==> src/rtl/gpio_counter_pkg.sv <==
// Shared definitions for the GPIO counter bank: control-register layout,
// register-select encoding and the control reset value.
package gpio_counter_pkg;

    localparam int CTRL_EN  = 0;
    localparam int CTRL_DIR = 1;
    localparam int CTRL_SAT = 2;
    localparam int CTRL_OVF = 3;
    localparam int CTRL_W   = 4;

    // Register select is the MSB of the pad address.
    localparam logic REG_COUNT = 1'b0;
    localparam logic REG_CTRL  = 1'b1;

    // Field order matches the read-back layout {ovf, sat, dir, en}.
    typedef struct packed {
        logic ovf;
        logic sat;
        logic dir;
        logic en;
    } ctrl_t;

    localparam ctrl_t CTRL_RST = ctrl_t'(4'b0001);

endpackage

==> src/rtl/pad_sync.sv <==
// Two-flop synchroniser for asynchronous pad inputs; reset value is a
// parameter so idle-high strobes come out of reset inactive.
module pad_sync #(
    parameter int             W       = 1,
    parameter logic [W-1:0]   RST_VAL = '0
) (
    input  logic         clk_i,
    input  logic         rst_i,
    input  logic [W-1:0] d_i,
    output logic [W-1:0] q_o
);

    logic [W-1:0] meta_q;
    logic [W-1:0] sync_q;

    // Metastability stage followed by the stable output stage.
    always_ff @(posedge clk_i or posedge rst_i) begin
        if (rst_i) begin
            meta_q <= RST_VAL;
            sync_q <= RST_VAL;
        end else begin
            meta_q <= d_i;
            sync_q <= meta_q;
        end
    end

    assign q_o = sync_q;

endmodule

==> src/rtl/gpio_counter_bank.sv <==
// Bank of CHANNELS independent WIDTH-bit counters behind one asynchronous
// pad strobe bus. Writes commit on the rising edge of the synced write
// strobe; reads snapshot the selected register on the falling edge of the
// synced output enable and hold it for the whole read.
module gpio_counter_bank
    import gpio_counter_pkg::*;
#(
    parameter int WIDTH    = 34,
    parameter int CHANNELS = 4,
    parameter int PRESCALE = 1,
    parameter int ADDR_W   = ((CHANNELS > 1) ? $clog2(CHANNELS) : 1) + 1
) (
    input  logic              clk_i,
    input  logic              rst_i,
    input  logic              web_i,
    input  logic              oeb_i,
    input  logic [ADDR_W-1:0] addr_i,
    input  logic [WIDTH-1:0]  data_i,
    output logic [WIDTH-1:0]  data_o,
    output logic              data_oe_o
);

    localparam int                CH_W    = ADDR_W - 1;
    localparam int                PS_W    = (PRESCALE > 1) ? $clog2(PRESCALE) : 1;
    localparam logic [WIDTH-1:0]  CNT_MAX = '1;
    localparam logic [CH_W:0]     NCH     = (CH_W + 1)'(CHANNELS);

    // ---------------------------------------------------------------
    // Pad synchronisers
    // ---------------------------------------------------------------
    logic              web_s;
    logic              oeb_s;
    logic [ADDR_W-1:0] addr_s;
    logic [WIDTH-1:0]  data_s;

    pad_sync #(.W(1), .RST_VAL(1'b1)) u_sync_web (
        .clk_i(clk_i), .rst_i(rst_i), .d_i(web_i), .q_o(web_s)
    );
    pad_sync #(.W(1), .RST_VAL(1'b1)) u_sync_oeb (
        .clk_i(clk_i), .rst_i(rst_i), .d_i(oeb_i), .q_o(oeb_s)
    );
    pad_sync #(.W(ADDR_W), .RST_VAL('0)) u_sync_addr (
        .clk_i(clk_i), .rst_i(rst_i), .d_i(addr_i), .q_o(addr_s)
    );
    pad_sync #(.W(WIDTH), .RST_VAL('0)) u_sync_data (
        .clk_i(clk_i), .rst_i(rst_i), .d_i(data_i), .q_o(data_s)
    );

    // ---------------------------------------------------------------
    // Edge detection and write capture
    // ---------------------------------------------------------------
    logic              web_prev_q;
    logic              oeb_prev_q;
    logic [ADDR_W-1:0] cap_addr_q;
    logic [WIDTH-1:0]  cap_data_q;

    // Strobe history for edge detect; capture bus every cycle the write is low
    // so the commit uses the values from the last low cycle.
    always_ff @(posedge clk_i or posedge rst_i) begin
        if (rst_i) begin
            web_prev_q <= 1'b1;
            oeb_prev_q <= 1'b1;
            cap_addr_q <= '0;
            cap_data_q <= '0;
        end else begin
            web_prev_q <= web_s;
            oeb_prev_q <= oeb_s;
            if (!web_s) begin
                cap_addr_q <= addr_s;
                cap_data_q <= data_s;
            end
        end
    end

    logic            commit;
    logic            commit_ok;
    logic            cap_sel;
    logic [CH_W-1:0] cap_ch;
    logic            snap_en;

    assign cap_sel   = cap_addr_q[ADDR_W-1];
    assign cap_ch    = cap_addr_q[CH_W-1:0];
    assign commit    = web_s & ~web_prev_q;
    assign commit_ok = commit && ({1'b0, cap_ch} < NCH);
    // A read that starts while a write is in progress is ignored.
    assign snap_en   = ~oeb_s & oeb_prev_q & web_s;

    // ---------------------------------------------------------------
    // Prescaler
    // ---------------------------------------------------------------
    logic tick;

    if (PRESCALE > 1) begin : g_ps
        localparam logic [PS_W-1:0] PS_LAST = PS_W'(PRESCALE - 1);
        logic [PS_W-1:0] ps_q;
        logic [PS_W-1:0] ps_d;

        assign tick = (ps_q == PS_LAST);
        assign ps_d = tick ? '0 : ps_q + PS_W'(1);

        // Free-running divider, restarts from 0 after each tick.
        always_ff @(posedge clk_i or posedge rst_i) begin
            if (rst_i) ps_q <= '0;
            else       ps_q <= ps_d;
        end
    end else begin : g_nops
        assign tick = 1'b1;
    end

    // ---------------------------------------------------------------
    // Per-channel counters
    // ---------------------------------------------------------------
    logic  [CHANNELS-1:0][WIDTH-1:0] cnt_vec;
    ctrl_t [CHANNELS-1:0]            ctrl_vec;

    for (genvar c = 0; c < CHANNELS; c++) begin : g_ch
        logic [WIDTH-1:0] cnt_q;
        logic [WIDTH-1:0] cnt_d;
        ctrl_t            ctrl_q;
        ctrl_t            ctrl_d;
        logic             wr_hit;
        logic             at_lim;

        assign wr_hit = commit_ok && (cap_ch == CH_W'(c));

        // A write to this channel takes precedence over the step in the same cycle.
        always_comb begin
            cnt_d  = cnt_q;
            ctrl_d = ctrl_q;
            at_lim = ctrl_q.dir ? (cnt_q == '0) : (cnt_q == CNT_MAX);
            if (wr_hit) begin
                if (cap_sel == REG_COUNT) begin
                    cnt_d = cap_data_q;
                end else begin
                    ctrl_d.en  = cap_data_q[CTRL_EN];
                    ctrl_d.dir = cap_data_q[CTRL_DIR];
                    ctrl_d.sat = cap_data_q[CTRL_SAT];
                    ctrl_d.ovf = 1'b0;
                end
            end else if (tick && ctrl_q.en) begin
                if (at_lim) begin
                    ctrl_d.ovf = 1'b1;
                    if (!ctrl_q.sat) cnt_d = ctrl_q.dir ? CNT_MAX : '0;
                end else begin
                    cnt_d = ctrl_q.dir ? cnt_q - WIDTH'(1) : cnt_q + WIDTH'(1);
                end
            end
        end

        // Counter and control state.
        always_ff @(posedge clk_i or posedge rst_i) begin
            if (rst_i) begin
                cnt_q  <= '0;
                ctrl_q <= CTRL_RST;
            end else begin
                cnt_q  <= cnt_d;
                ctrl_q <= ctrl_d;
            end
        end

        assign cnt_vec[c]  = cnt_q;
        assign ctrl_vec[c] = ctrl_q;
    end

    // ---------------------------------------------------------------
    // Read path
    // ---------------------------------------------------------------
    logic [WIDTH-1:0] rd_val;
    logic [WIDTH-1:0] data_q;

    // Select the addressed register; unimplemented channels read as zero.
    always_comb begin
        rd_val = '0;
        for (int c = 0; c < CHANNELS; c++) begin
            if (addr_s[CH_W-1:0] == CH_W'(c)) begin
                rd_val = (addr_s[ADDR_W-1] == REG_CTRL)
                       ? {{(WIDTH - CTRL_W){1'b0}}, ctrl_vec[c]}
                       : cnt_vec[c];
            end
        end
    end

    // Snapshot on read start so the pad sees a stable value (pre-step).
    always_ff @(posedge clk_i or posedge rst_i) begin
        if (rst_i)        data_q <= '0;
        else if (snap_en) data_q <= rd_val;
    end

    assign data_o    = data_q;
    assign data_oe_o = ~oeb_s & web_s;

endmodule

==> config.mk <==
export PLATFORM = sky130hd
export DESIGN_NAME = gpio_counter_bank
export DESIGN_NICKNAME = d
export VERILOG_FILES = /design/src/rtl/gpio_counter_pkg.sv /design/src/rtl/pad_sync.sv /design/src/rtl/gpio_counter_bank.sv
export SDC_FILE = /design/constraint.sdc
export NUM_CORES = 1
export LEC_CHECK = 0
export CAP_MARGIN = 20
export CORE_MARGIN = 1
export CORE_UTILIZATION = 35
export CTS_CLUSTER_DIAMETER = 30
export DETAILED_ROUTE_END_ITERATION = 16
export PLACE_DENSITY = 0.57
export SYNTH_ARGS = -nofsm -noshare
export SYNTH_HDL_FRONTEND = slang
export SYNTH_HIERARCHICAL = 1
export SYNTH_SLANG_ARGS = --single-unit
==> constraint.sdc <==
create_clock -name clk_i -period 9.4 [get_ports clk_i]
set_input_delay 2.82 -clock clk_i [delete_from_list [all_inputs] [get_ports clk_i]]
set_output_delay 2.82 -clock clk_i [all_outputs]
set_load 0.02 [all_outputs]
# Yosys cells after proc, flatten, opt, wreduce, memory -nomap -nowiden
# Cells that the tools add are included.
[word_totals] inputBits=41 output_inout_bits=35 regBits=303 elab_cells=152
[op_classes] reduce_logical=30 eq_ne=22 bitwise=6 addsub=8 mux=53
[op_table] operator="34-bit 2-to-1 mux" n=33
[op_table] operator="34-bit by 1-bit adder with 34-bit output, second input constant" n=4
[op_table] operator="34-bit == test, second input constant" n=4
[op_table] operator="34-bit logical NOT" n=4
[op_table] operator="34-bit by 1-bit subtractor with 34-bit output, second input constant" n=4
[op_table] operator="3-bit AND reduction" n=8
[op_table] operator="1-bit 2-to-1 mux" n=16
[op_table] operator="4-bit 2-to-1 mux" n=4
[op_table] operator="2-bit != test, second input constant" n=8
[op_table] operator="2-bit nonzero test" n=8
[op_table] operator="3-bit != test, second input constant" n=4
[op_table] operator="2-bit == test, second input constant" n=4
[op_table] operator="2-bit AND reduction" n=4
[op_table] operator="1-bit bitwise AND" n=4
[op_table] operator="2-bit by 1-bit == test with 1-bit output, second input constant" n=2
[op_table] operator="1-bit logical AND" n=4
[op_table] operator="2-bit logical NOT" n=2
[op_table] operator="1-bit NOT" n=2

# Logic depth before layout (Yosys ltp)
# Gate-level depths: netlist of the first run.
[logic_depth] word_depth=5 depth_mapped=11 depth_no_buf=10

# By module
# The synthesis of the first run kept the hierarchy.
[by_module_without_submodules] module="gpio_counter_bank" area_per_inst_um2=18345.1 seq_area_each_um2=5637.9 cells_each=2119 instances=1
[by_module_without_submodules] module="pad_sync (u_sync_data)" area_per_inst_um2=1705.4 seq_area_each_um2=1701.6 cells_each=69 instances=1
[by_module_without_submodules] module="pad_sync (u_sync_addr)" area_per_inst_um2=153.9 seq_area_each_um2=150.1 cells_each=7 instances=1
[by_module_without_submodules] module="pad_sync (u_sync_oeb ...)" area_per_inst_um2=56.3 seq_area_each_um2=52.6 cells_each=3 instances=2

# Worst setup path after synthesis of the first run
# OpenSTA, ideal clock, no wires.
[synth_path] path_kind="register to output" startpoint="register u_sync_web.sync_q (netlist: u_sync_web/q_o)" endpoint="output port data_oe_o" stages_incl_launch_ff=2 setup_slack_ns=5.676 arrival_time_ns=0.904 cell_sequence="dfstp_2 nor2b_1"
[synth_between] elab_chain_len=1
[synth_rtl] item="start, declared" line="pad_sync.sv:14" rtl="logic [W-1:0] sync_q;"
[synth_rtl] item="start signal, assigned" line="pad_sync.sv:23" rtl="sync_q <= meta_q;"
[synth_rtl] item="1-bit bitwise AND" line="gpio_counter_bank.sv:190" rtl="assign data_oe_o = ~oeb_s & web_s;"
[synth_rtl] item="end, declared" line="gpio_counter_bank.sv:20" rtl="output logic data_oe_o"
# No other way between the ends.

# Worst setup path in the final report of the first run
# Ends and elaborated chain as after synthesis.

==> results.py, run 1 <==
metrics = {
    "clocking": {
        "cts_made_buffers": 76,
        "clock_sinks": 303,
        "cts_buffer_depth": 3,
        "h-tree-depth": 3,
        "clock_latency_ns": 0.62,
        "cts_resized": 0,
        "path_clk_slew_ns": 0.06,
        "clockRootBuffer": "clkbuf_16",
        "postCtsSetupRepairBufs": 0,
        "cts_tree": "built",
        "cts_hold_buf": 0,
    },
    "job": {
        "max_cap_viol_count": 0,
    },
    "logic_synthesis": {
        "synth_cell_type_count": 86,
        "syn_area_um2": 20320,
        "synth_seq_cells": 303,
        "synth_xor_area_share_pct": 4.914,
        "synth-edff-count": 0,
        "async_flop_share_pct": 100.0,
        "synth_compound_area_share_pct": 24.57,
        "yosysWarnings": 6,
        "synth_top_family_by_area": "compound AO/OA/AOI/OAI gates",
        "synthAdderAreaFrac_pct": 8.277,
        "syn_inst": 2201,
        "synth_top_area_cell": "dfrtp_1",
        "yosysSeqAreaShare_pct": 37.38,
        "synth_fp_nets": 2374,
        "muxShareOfSynthArea_pct": 7.304,
        "synthSimpleGateAreaFrac_pct": 14.48,
        "syn_avg_cell_area_um2": 9.231,
        "synth_area_leaders": "dfrtp_1, ha_1, a21oi_1",
        "synth_top_area_share_pct": 36.09,
        "ys.flop_type": "dfrtp_1",
    },
    "setup_path": {
        "worstPathCellList": "nor2b_1 > clkdlybuf4s50_1",
        "criticalPathCategory": "flop to output pin",
        "cp_data_arrival_time_ns": 2.66,
        "cp_num_buf_inv": 1,
        "cp.required_ns": 6.58,
        "cp-end-kind": "output pin",
        "startpoint_type": "flop",
        "cp_top_family": "flip-flops",
        "max_stage_delay_ns": 1.10,
        "crit_path_top_delay_cell": "dfstp_2",
        "crit_fanout": 41,
    },
    "layout": {
        "nFillCells": 5526,
        "layout-drive-gt1-share_pct": 12.62,
        "area_growth_pct": 19.93,
        "fin_util_pct": 42.88,
        "layout.nets": 2434,
        "final-instance-count-excl-fill": 3080,
    },
    "die": {
        "die_w_um": 242.9,
        "ioPinCount": 76,
        "start_util_pct": 35.76,
        "rows": 87,
        "die_area_um2": 59020,
        "coreArea_um2": 56820,
        "fp.dieH_um": 242.9,
    },
    "timing": {
        "worstMarginPinSlew_ns": 1.023,
        "slew_violations": 0,
        "hold_violations": 0,
        "rsz0062_at_grt": "no",
        "setup_viol": 0,
        "fmax_mhz": 182.5,
        "whs_ns": 0.3422,
        "tns_ns": 0,
        "finalWorstPathRequiredPeriod_ns": 5.481,
        "period_share_pct": 58.31,
        "clock_skew_ns": 0.03184,
        "maxSlewHeadroom_pct": 31.80,
    },
    "route": {
        "via_per_inst": 6.076,
        "vias": 18710,
        "dr.pass1.iters": 5,
        "wirelength_um": 74360,
        "drtIter0Drc": 1996,
        "wire_per_inst_um": 24.14,
        "ant_nets": 0,
        "drcViolationCount": 0,
    },
    "global_route": {
        "grt_pass1_vias": 18250,
        "grt_pass1_wl_um": 114000,
        "grtUsageTotal_pct": 25.29,
        "grt_max_degree": 98,
        "antenna_found_initial": 9,
        "grt_overflow": 0,
    },
    "place": {
        "dp_hpwl_um": 53410,
        "gp_congestion": 0.9410,
        "post-place-cells": 2937,
        "port_buffers": 75,
    },
    "status": {
        "status": "finished, final reports clean",
    },
    "power": {
        "p_per_area_nw_per_um2": 422.8,
        "total_power_w": 0.01030,
        "peakVddDrop_v": 0.0001823,
        "power_leakage_nw": 10.24,
    },
    "worst_hold_path": {
        "hp-class": "flop to flop",
    },
}
[logic make-up (layout without fill, tap and decap cells)]
| kind of cell | count (synthesis) | count (layout) |
|---|---|---|
| flops | 303 | 303 |
| buf+inv | 157 | 277 |
| mux | 97 | 97 |
| simple gates | 615 | 615 |
| compound gates | 783 | 783 |
| other cells | 0 | 3 |
| xor+xnor | 114 | 114 |
| fa+ha+maj | 132 | 132 |
[area by class of cell]
cell class	count	area [µm²]	share of cell area (%)
Clock inverter	34	411.6	1.689
Inverter	34	135.1	0.5546
Tap cell	756	945.9	3.882
Sequential cell	303	7596	31.17
Timing Repair Buffer	105	983.4	4.036
Multi-Input combinational cell	1741	12140	49.82
Clock buffer	104	2148	8.817
Antenna cell	3	7.507	0.03081
[synth_stat cells (5+ instances only)]
master and n:
nand2b_1 13, inv_1 34, buf_1 10, and3_1 16, buf_2 19, o2bb2ai_1 5
o31ai_1 17, xor2_1 47, o21a_1 14, a311oi_1 7, o22ai_1 13, ha_1 128
o211ai_1 39, nor2b_1 15, clkbuf_1 90, or2_2 5, a21oi_1 225, nand3_1 44
nand4_1 56, o21ai_0 173, dfrtp_1 293, or3_1 19, o221ai_1 19, a211oi_1 37
nor2_1 136, a21o_1 64, a22o_1 30, nor3_1 45, mux2i_1 11, nand2_1 204
mux4_2 36, or4_1 5, nor4_1 35, a31oi_1 27, dfstp_2 10, a31o_2 6
o21bai_1 21, mux2_2 50, o21ai_1 36, xnor2_1 67
[where the power goes]
| group | switching (W) | internal, W |
|---|---|---|
| registers | 0.000870 | 0.00169 |
| logic | 0.00294 | 0.00224 |
| clock network | 0.000846 | 0.00172 |
[path summary, 6_finish.rpt]
kind	from	cells after the start	end	slack (ns)
worst max-delay path	u_sync_web/q_o	2	data_oe_o	3.92
worst min-delay path	u_sync_data/meta_q[7]	0	u_sync_data/q_o[7]	0.34
worst max register to register	u_sync_web/q_o	8	g_ch[1].cnt_q[25]	5.60
worst min register to register	u_sync_data/meta_q[7]	0	u_sync_data/q_o[7]	0.34
max in group asynchronous	rst_i	3	data_o[8]	5.16
min in group asynchronous	rst_i	2	u_sync_addr/meta_q[1]	2.68
[cells in the final DEF (no fill, tap or decap), drive strengths merged, types with 35 or more instances in the layout]
cell           instances
xnor2                 67
nor2                 137
nor3                  48
dfrtp                293
xor2                  47
mux2                  50
clkdlybuf4s50         75
nand3                 45
nor4                  35
mux4                  36
nand4                 57
inv                   44
ha                   128
clkbuf               104
a21o                  64
o21ai                212
nand2                204
o211ai                40
a21oi                227
a211oi                38
[worst register-to-register path, cell delays in order, from the launching register on]
cell and delay [ns]:
dfstp_2 1.10, nand2_1 0.31, or3_1 0.42, buf_4 0.27, nor2_1 0.31, or2_1 0.83, o21ai_0 0.22, a21oi_1 0.17
a21o_1 0.09
[metal layers]
layer	part of all wire [%]	global-route usage (%)
met5	0	0
met4	6.0	14.80
met3	8.9	6.092
met2	42	36.82
met1	43	33.99
[registers in the layout (all words and copies together), names as in the netlist, 16 cells and up]
name	flops
cap_data_q	34
g_ch.cnt_q	136
u_sync_data/meta_q	34
ctrl_vec	16
u_sync_data/q_o	34
data_o	34
[through the flow]
step	setup slack, ns	instance area, µm²
floorplan	0.4271	20320
global placement	4.430	21780
detailed placement	4.403	21780
CTS	3.872	24340
global route	3.803	24360
finish	3.919	24370
(Power assumes the default switching activity.)
==> inputs of run 2 (changes only) <==
Clock period 9.4 ns to 4.6 ns, I/O delays scaled along.
==> run 2 against run 1 <==
  * Via count rose by 1.7%
  * Clock skew decreased by 0.0069 ns
  * First-iteration DRC count up 9.7%
  * Combinational power rose by 110%
  * Critical path depth increased by 1
==> results.py, run 2 (synthesis results as in run 1) <==
metrics = {
    "setup_path": {
        "worstPathCellList": "buf_4 > nor2b_1 > clkdlybuf4s50_1",
        "criticalPathCategory": "flop to output pin",
        "cp-end-kind": "output pin",
        "worst_r2r_endpoint": "g_ch[0].cnt_q[31]",
        "cp_data_arrival_time_ns": 2.52,
        "crit_start": "u_sync_web/q_o",
        "crit_path_top_delay_cell": "clkdlybuf4s50_1",
        "r2r-start": "ctrl_vec[1]",
        "cp.required_ns": 3.22,
        "crit_fanout": 40,
        "rrSetupSlack_ns": 0.96,
        "r2r_cells": 10,
        "max_stage_delay_ns": 0.64,
        "startpoint_type": "flop",
    },
    "power": {
        "p_sw_share_pct": 45.04,
        "pwr-share-seq_pct": 24.8,
        "p_per_area_nw_per_um2": 881.9,
        "peakVddDrop_v": 0.0003268,
        "p_sw_w": 0.009751,
        "p_clk_share_pct": 25.7,
        "pwr-share-comb_pct": 49.6,
        "internal_power_w": 0.01190,
        "power_leakage_nw": 10.30,
    },
    "layout": {
        "regMostFlops": "g_ch.cnt_q",
        "layout-drive-gt1-share_pct": 12.88,
        "mostFrequentLayoutCells": "dfrtp_1, a21oi_1, nand2_1",
        "area_growth_pct": 20.84,
        "final_common_cell": "dfrtp_1",
        "largest_reg_flops": 136,
        "fin_util_pct": 43.21,
        "layout.nets": 2439,
    },
    "clocking": {
        "cts_hold_buf": 0,
        "postCtsSetupRepairBufs": 0,
        "cts_resized": 0,
        "path_clk_slew_ns": 0.05,
        "h-tree-depth": 3,
        "cts_buffer_depth": 3,
        "clock_latency_ns": 0.62,
        "cts_tree": "built",
        "cts_made_buffers": 75,
        "clock_sinks": 303,
        "clockRootBuffer": "clkbuf_16",
    },
    "timing": {
        "finalWorstPathRequiredPeriod_ns": 3.897,
        "rsz0062_at_grt": "no",
        "fmax_mhz": 256.6,
        "slew_violations": 0,
        "hold_violations": 0,
        "clock_skew_ns": 0.02490,
        "setup_viol": 0,
        "maxSlewHeadroom_pct": 24.50,
        "period_share_pct": 84.72,
        "tns_ns": 0,
        "worstMarginPinSlew_ns": 1.128,
    },
    "global_route": {
        "grtUsageTotal_pct": 25.71,
        "grt_pass1_vias": 18050,
        "grt_overflow": 0,
        "grt_pass1_wl_um": 115000,
        "grt_max_degree": 84,
        "antenna_found_initial": 6,
    },
    "place": {
        "port_buffers": 75,
        "dp_hpwl_um": 55250,
        "gp_congestion": 0.9823,
    },
    "die": {
        "fp.dieH_um": 242.9,
        "die_w_um": 242.9,
        "ioPinCount": 76,
        "die_area_um2": 59020,
        "coreArea_um2": 56820,
        "start_util_pct": 35.76,
        "rows": 87,
    },
    "route": {
        "wire_per_inst_um": 24.62,
        "drcViolationCount": 0,
        "vias": 19020,
        "ant_nets": 0,
        "wirelength_um": 76090,
        "drtIter0Drc": 2190,
        "dr.pass1.iters": 6,
        "via_per_inst": 6.157,
    },
    "job": {
        "max_cap_viol_count": 0,
    },
    "worst_hold_path": {
        "worstHoldStart": "u_sync_data/meta_q[11]",
        "hold_end": "u_sync_data/q_o[11]",
        "hp-class": "flop to flop",
        "holdPathStages": 0,
    },
    "status": {
        "status": "finished, final reports clean",
    },
}
-- run 2: cell count changes in the layout (fill, tap and decap cells not counted), sizes merged --
| cell | previous run | this run |
|---|---|---|
| buf | 30 | 36 |
| bufinv | 4 | 12 |
| clkbuf | 104 | 101 |
| clkinv | 18 | 15 |
| clkinvlp | 2 | 8 |
| diode | 3 | 5 |
| inv | 44 | 38 |
-- run 2: per-layer routing --
metal	up-vias	global-route usage, %	part of all wire (%)
li1	8496	-	-
met1	9272	35.19	42
met2	1038	37.02	42
met3	212	7.010	10
met4	6	12.97	5.3
met5	-	0	0.045
-- run 2: cell type report --
type | count | area, µm²
clock buffers | 101 | 2076
clock inverters | 39 | 605.6
multi-input cells | 1741 | 12130
inverters | 34 | 131.4
repair buffers | 111 | 1050
diodes | 5 | 12.51
flip-flops and latches | 303 | 7597
fillers | 5529 | 32270
well taps | 756 | 945.9
-- run 2: through the flow --
step | setup WS [ns] | hold WS (ns) | instances | total power [W] | instance area (µm²)
detailed placement | 1.047 | 0.3346 | 2945 | 0.01574 | 21860
global placement | 1.059 | 0.3333 | 2944 | 0.01559 | 21850
global route | 0.6020 | 0.3479 | 3086 | 0.02297 | 24540
floorplan | 0.2869 | 0.3312 | 2201 | 0.01241 | 20320
finish | 0.7031 | 0.3421 | 3090 | 0.02165 | 24550
CTS | 0.6583 | 0.3432 | 3085 | 0.02140 | 24540
-- run 2: power by group through the flow --
stage	Clock, W	Combinational (W)	Sequential (W)
2_1_floorplan	0	0.00804	0.00437
3_3_place_gp	0	0.0103	0.00525
3_5_place_dp	0	0.0105	0.00526
4_1_cts	0.00561	0.0106	0.00522
5_1_grt	0.00578	0.0119	0.00534
6_report	0.00556	0.0107	0.00536
-- run 2: worst max-delay path: cells and delay by family, from the launching register on --
kind	cells	cell delay (ns)
buffers and inverters	2	1.08
AND/OR/NAND/NOR	1	0.26
flip-flops	1	0.54
-- run 2: worst max path at each step --
stage / slack, ns / end
floorplan: 0.29 / cap_addr_q[0]
global placement: 1.06 / g_ch[1].cnt_q[33]
detailed placement: 1.05 / g_ch[1].cnt_q[33]
CTS: 0.66 / data_oe_o
global route: 0.60 / data_oe_o
finish: 0.70 / data_oe_o
